**src/rtl/accum_decoder.sv**
```systemverilog
// Delta decoder: recovers per-sample increments from an accumulated stream, with a
// one-deep registered output stage. Optional sticky wrap detector: ACCUM_DECODER_WRAP_CHECK_EN.
module accum_decoder #(
  parameter int WIDTH     = 32,
  parameter int CNT_WIDTH = 16
) (
  input  logic                 clock,
  input  logic                 reset_n,
  input  logic                 clear,
  input  logic                 in_valid,
  output logic                 in_ready,
  input  logic [WIDTH-1:0]     in_data,
  output logic                 out_valid,
  input  logic                 out_ready,
  output logic [WIDTH-1:0]     out_data,
  output logic                 out_first,
  output logic [CNT_WIDTH-1:0] sample_count
`ifdef ACCUM_DECODER_WRAP_CHECK_EN
  ,
  output logic                 wrap_err
`endif
);

  localparam logic [CNT_WIDTH-1:0] CNT_MAX = {CNT_WIDTH{1'b1}};
  localparam logic [CNT_WIDTH-1:0] CNT_ONE = {{(CNT_WIDTH-1){1'b0}}, 1'b1};

  logic                 valid_r, valid_s;
  logic [WIDTH-1:0]     data_r, data_s;
  logic                 first_r, first_s;
  logic [WIDTH-1:0]     prev_r, prev_s;
  logic                 have_prev_r, have_prev_s;
  logic [CNT_WIDTH-1:0] cnt_r, cnt_s;
  logic                 accept_s;

  // The output slot frees up when empty or retiring this cycle; clear blocks intake.
  assign in_ready = !clear && (!valid_r || out_ready);
  assign accept_s = in_valid && in_ready;

  assign out_valid    = valid_r;
  assign out_data     = data_r;
  assign out_first    = first_r;
  assign sample_count = cnt_r;

  // Next-state for the output stage, baseline and counter.
  always_comb begin
    valid_s     = valid_r;
    data_s      = data_r;
    first_s     = first_r;
    prev_s      = prev_r;
    have_prev_s = have_prev_r;
    cnt_s       = cnt_r;
    if (clear) begin
      valid_s     = 1'b0;
      first_s     = 1'b0;
      prev_s      = {WIDTH{1'b0}};
      have_prev_s = 1'b0;
      cnt_s       = {CNT_WIDTH{1'b0}};
    end else if (accept_s) begin
      if (have_prev_r) begin
        data_s  = in_data - prev_r;
        first_s = 1'b0;
      end else begin
        data_s  = in_data;
        first_s = 1'b1;
      end
      prev_s      = in_data;
      have_prev_s = 1'b1;
      valid_s     = 1'b1;
      if (cnt_r != CNT_MAX) begin
        cnt_s = cnt_r + CNT_ONE;
      end else begin
        cnt_s = cnt_r;
      end
    end else if (out_ready) begin
      valid_s = 1'b0;
    end else begin
      valid_s = valid_r;
    end
  end

  // State registers.
  always_ff @(posedge clock or negedge reset_n) begin
    if (!reset_n) begin
      valid_r     <= 1'b0;
      data_r      <= {WIDTH{1'b0}};
      first_r     <= 1'b0;
      prev_r      <= {WIDTH{1'b0}};
      have_prev_r <= 1'b0;
      cnt_r       <= {CNT_WIDTH{1'b0}};
    end else begin
      valid_r     <= valid_s;
      data_r      <= data_s;
      first_r     <= first_s;
      prev_r      <= prev_s;
      have_prev_r <= have_prev_s;
      cnt_r       <= cnt_s;
    end
  end

`ifdef ACCUM_DECODER_WRAP_CHECK_EN
  logic wrap_r, wrap_s;

  assign wrap_err = wrap_r;

  // Sticky flag: a non-first sample below its predecessor means wrap or regression.
  always_comb begin
    wrap_s = wrap_r;
    if (clear) begin
      wrap_s = 1'b0;
    end else if (accept_s && have_prev_r && (in_data < prev_r)) begin
      wrap_s = 1'b1;
    end else begin
      wrap_s = wrap_r;
    end
  end

  // Wrap flag register.
  always_ff @(posedge clock or negedge reset_n) begin
    if (!reset_n) begin
      wrap_r <= 1'b0;
    end else begin
      wrap_r <= wrap_s;
    end
  end
`endif

endmodule

```
**config.mk**
```make
export PLATFORM = sky130hd
export DESIGN_NAME = accum_decoder
export DESIGN_NICKNAME = d
export VERILOG_FILES = /design/src/rtl/accum_decoder.sv
export SDC_FILE = /design/constraint.sdc
export NUM_CORES = 1
export LEC_CHECK = 0
export CORE_ASPECT_RATIO = 0.9
export CORE_UTILIZATION = 30
export DETAILED_ROUTE_END_ITERATION = 6
export PLACE_DENSITY = 0.62
export SETUP_SLACK_MARGIN = 0.1
export SLEW_MARGIN = 20
export SYNTH_ARGS = -nofsm -noshare
export SYNTH_HDL_FRONTEND = slang
export SYNTH_SLANG_ARGS = --single-unit
```
**constraint.sdc**
```tcl
create_clock -name clock -period 3.6 [get_ports clock]
set_input_delay 0.9 -clock clock [delete_from_list [all_inputs] [get_ports clock]]
set_output_delay 0.9 -clock clock [all_outputs]
set_load 0.02 [all_outputs]
```
-- Yosys cells after proc, flatten, opt, wreduce, memory -nomap -nowiden
Cells that the tools add are included.
- register bits after elaboration: 83
- input bits: 37
- output and inout bits: 51
- word-level logic and storage cells: 34
- add/sub/neg operators: 2
- equal/unequal tests: 1
- multiplexer cells: 14
- bitwise gates (word level): 1
- reduce and logical (&&, ||, !) cells: 10
- operators by type and width (cell ; count):
    $mux W32 ; 3
    $mux W16 ; 3
    $sub A32 B32 Y32 ; 1
    $add A16 B1 Y16 const B ; 1
    $ne A16 B16 Y1 const B ; 1
    $mux W1 ; 8
    $reduce_and A2 Y1 ; 2
    $reduce_bool A2 Y1 ; 2
    $reduce_bool A3 Y1 ; 1
    $logic_and A1 B1 Y1 ; 2
    $logic_not A1 Y1 ; 2
    $logic_or A1 B1 Y1 ; 1
    $not A1 Y1 ; 1

-- Longest topological paths before layout
- word-level depth: 6
- gate-level depth with buffers: 13
- mapped depth without buffers: 13

-- Worst setup path after synthesis
Ideal clock, no wire load.
- kind: input-to-reg
- start point: in in_data[22]
- end point: reg data_r[31], in the netlist out_data[31]
- library setup time: 0.082 ns
- arrival: 3.149 ns
- data required time: 3.518 ns
- setup slack: 0.369 ns
- stages on the path: 11
- path through: ha_1 a21o_1 a21o_1 a21o_1 a221o_1 a21oi_2 o21ai_2 a311oi_2 xnor2_1 or3_1 a31oi_1
- word-level cells in the longest chain between the ends: 2
- ends and longest elaborated chain (what ; line ; RTL):
    from (decl) ; 12 ; input logic [WIDTH-1:0] in_data,
    $sub A32 B32 Y32 ; 60 ; data_s = in_data - prev_r;
    $mux W32 ; 59 ; if (have_prev_r) begin
    to (signal assigned) ; 85 ; data_r <= {WIDTH{1'b0}};
    to (signal assigned) ; 92 ; data_r <= data_s;
    to (decl) ; 28 ; logic [WIDTH-1:0] data_r, data_s;
Every way passes these cells.
A chain may end at the register's enable or synchronous reset.

-- Final worst setup path
Ends and elaborated chain as after synthesis.

==> metrics.txt <==
critical path class=input port to flip-flop; initial core utilization=0.3117; initial antenna violation count=0; syn avg cell area=8.817 µm²; area of the die=17510 µm²; post-route ant nets=0; # Max-Cap Violations=0; Tot Pwr=0.003154 W; WP data required=3.88 ns; CP arrival=3.69 ns; clock skew=0.007492 ns; row cnt=44; CP max stage cell=clkdlybuf4s50_1; Seq/Total Area, Yosys=0.4076; Yosys warning total=0; RSZ-0062 raised after global routing=true; top-area cell type share of the netlist area=0.4076; gr usage total=0.1612; hold_buf cts=0; flop and latch count out of synthesis=83; Peak VDD IR=0.2303 mV; min Tclk post-route=3.419 ns; via count=4527; f_max=292.5 MHz; crit-path cells=clkdlybuf4s50_1 > ha_1 > a21o_1 > a21o_1 > a21o_1 > a221o_1 > a21oi_2 > o21ai_2 > a311oi_2 > xnor2_1 > or3_1 > a31oi_1; CTS tree=done; Core Footprint=16350 µm²; critical path peak fanout=3; crit-path max cell delay=0.51 ns; die width=139.4 µm; WL per Instance=14.64 µm; DP Worst Slack=-0.3240 ns; final worst-path cycle share=0.9497; global-route wire length before repair=22490 µm; largest cells by area after synthesis=dfrtp_1, ha_1, nand2_1; crit path setup slack, layout=0.1812 ns; outcome=finished, final reports clean; Setup-failing EPs final=0; critical path buffer and inverter count=1; power density over the cells=456.7 nW/µm²; synth cell count leaders=dfrtp_1, nand2_1, nor2_1; H-tree levels=3; clk_lat worst skew=0.35 ns; global-route congestion overflow total=0; Die Ht=125.6 µm; top_reg_cell synth=dfrtp_1; final hold vios=0; Final nets=769; crit-path leading delay family=compound AO/OA/AOI/OAI gates; final WL=13340 µm; largest net degree at the start of global routing=83; Synth Cell Area=5096 µm²; measured slew at the worst slew-check pin=0.7223 ns; number of global-route vias before repair=4583; Critical Path Source Type=input port; Pleak=2.996 nW; tightest hold margin=0.3253 ns; Cells after Synth=578; DP Wirelength=9447 µm; gp weighted congestion=0.8499; total negative setup slack=0 ns; Max Transition Viols Final=0; Via density=4.969; Area growth syn-to-layout=35.50%; Synth async-reset ratio=1.000; non-filler cells, final=911; DR pass1 iterations=4; Num CTS Buffers=9; residual DRC count=0; Worst setup EP type=flip-flop; Distinct cells, synth=43; Antenna diodes=0; # IOs=88; EDFF count, synth=0; Root Buffer=clkbuf_16; placed insts=894; Syn Nets=648; clock buffer depth=2; crit-path most repeated cell=a21o_1; Port Buffers=87; DRT iter0 DRCs=193; CTS sink cnt=83; cell taking the most area after synthesis=dfrtp_1; Tightest Hold Check Type=input port to asynchronous set/reset pin; Rel. slew slack=0.5184; clock transition at the registers of the reported paths=0.07 ns; layout cell share with drive strength beyond 1=0.1193
layout by cell type, fill, tap and decap left out, types with 2 or more instances in the layout:
cell             count
mux2i_1             20
a21oi_1             37
a21o_1              16
and2_1               3
nor2b_1              3
nand3_1              8
or3_1                4
buf_4               46
xnor2_1             21
xor2_1              20
nor3_1               7
a311oi_2             3
o21ai_2              2
inv_1               38
nor2_1              42
buf_12               2
a31oi_4              2
o21ai_0             37
a31o_2               2
clkdlybuf4s50_1     85
a221o_1              2
nand2_1             82
o31ai_1             31
clkbuf_16            9
inv_6                3
a21oi_2              2
dfrtp_1             83
a31oi_1              4
nand4_1             10
o21ai_1             10
bufinv_16            2
nand3b_1             3
nand2b_1             5
o21bai_1             4
ha_1                32
and3_1               4
o21a_1               4
repair_timing:
item,4_1_cts,5_1_grt
pin swaps,0,6
setup endpoints to repair,4,9
endpoints found under the hold margin,0,0
resized for setup,1,13
buffers inserted,0,1
final cells by class:
cell class,count,area [µm²]
Fill cell,1584,9445
Multi-Input combinational cell,432,2850
Sequential cell,83,2077
Timing Repair Buffer,134,1241
Tap cell,207,259.0
Clock buffer,9,225.2
Inverter,39,146.4
Clock inverter,7,106.4
per-layer routing:
metal | wire length [µm] | share of wire | global-route usage
met1 | 6546 | 0.49 | 0.2119
met2 | 6062 | 0.45 | 0.2613
met3 | 584 | 0.044 | 0.04335
met4 | 145 | 0.011 | 0.04314
met5 | 0 | 0 | 0
per-stage QoR:
stage | area (µm²) | utilization
2_1_floorplan | 5096 | -
3_3_place_gp | 6502 | 0.3977
3_5_place_dp | 6502 | 0.3977
4_1_cts | 6840 | 0.4184
5_1_grt | 6905 | 0.4223
6_report | 6905 | 0.4223
registers in the layout, indices dropped and copies added (netlist names):
register / flops
out_data: 32
have_prev_r: 1
out_valid: 1
out_first: 1
prev_r: 32
sample_count: 16
kinds of logic (layout without fill, tap and decap cells):
family,Yosys count,count (layout),synth area share
DFF,83,83,0.4076
adders and majority gates,33,33,0.08249
and+or+nand+nor,176,176,0.1522
muxes,21,21,0.04149
buffers and inverters,63,189,0.04640
AOI/OAI and AO/OA,161,161,0.1994
xor gates and xnor gates,41,41,0.07047
worst reg2reg max path, stage by stage (launching register included):
cell and delay (ns):
dfrtp_1 0.32, inv_1 0.05, ha_1 0.31, a21o_1 0.19, a21o_1 0.19, a21o_1 0.19, a221o_1 0.36, a21oi_2 0.15
o21ai_2 0.09, a311oi_2 0.29, xnor2_1 0.11, or3_1 0.30, a31oi_1 0.16
report_power, final:
group	total, W	switching (W)	internal [W]
clock	0.00106	0.000433	0.000622
combinational	0.000996	0.000524	0.000472
sequential	0.00110	0.0000648	0.00104
path summary, 6_finish.rpt:
| path | slack (ns) | depth (start not counted) | start | endpoint |
|---|---|---|---|---|
| max reg2reg | 0.82 | 12 | prev_r[22] | out_data[31] |
| min reg2reg | 0.48 | 2 | out_data[29] | out_data[29] |
| min in group clock | 0.48 | 2 | out_data[29] | out_data[29] |
| min | 0.33 | 1 | reset_n | out_data[23] |
| max in group asynchronous | 2.65 | 2 | reset_n | out_data[6] |
| max | 0.18 | 12 | in_data[22] | out_data[31] |
(Power assumes the default switching activity.)
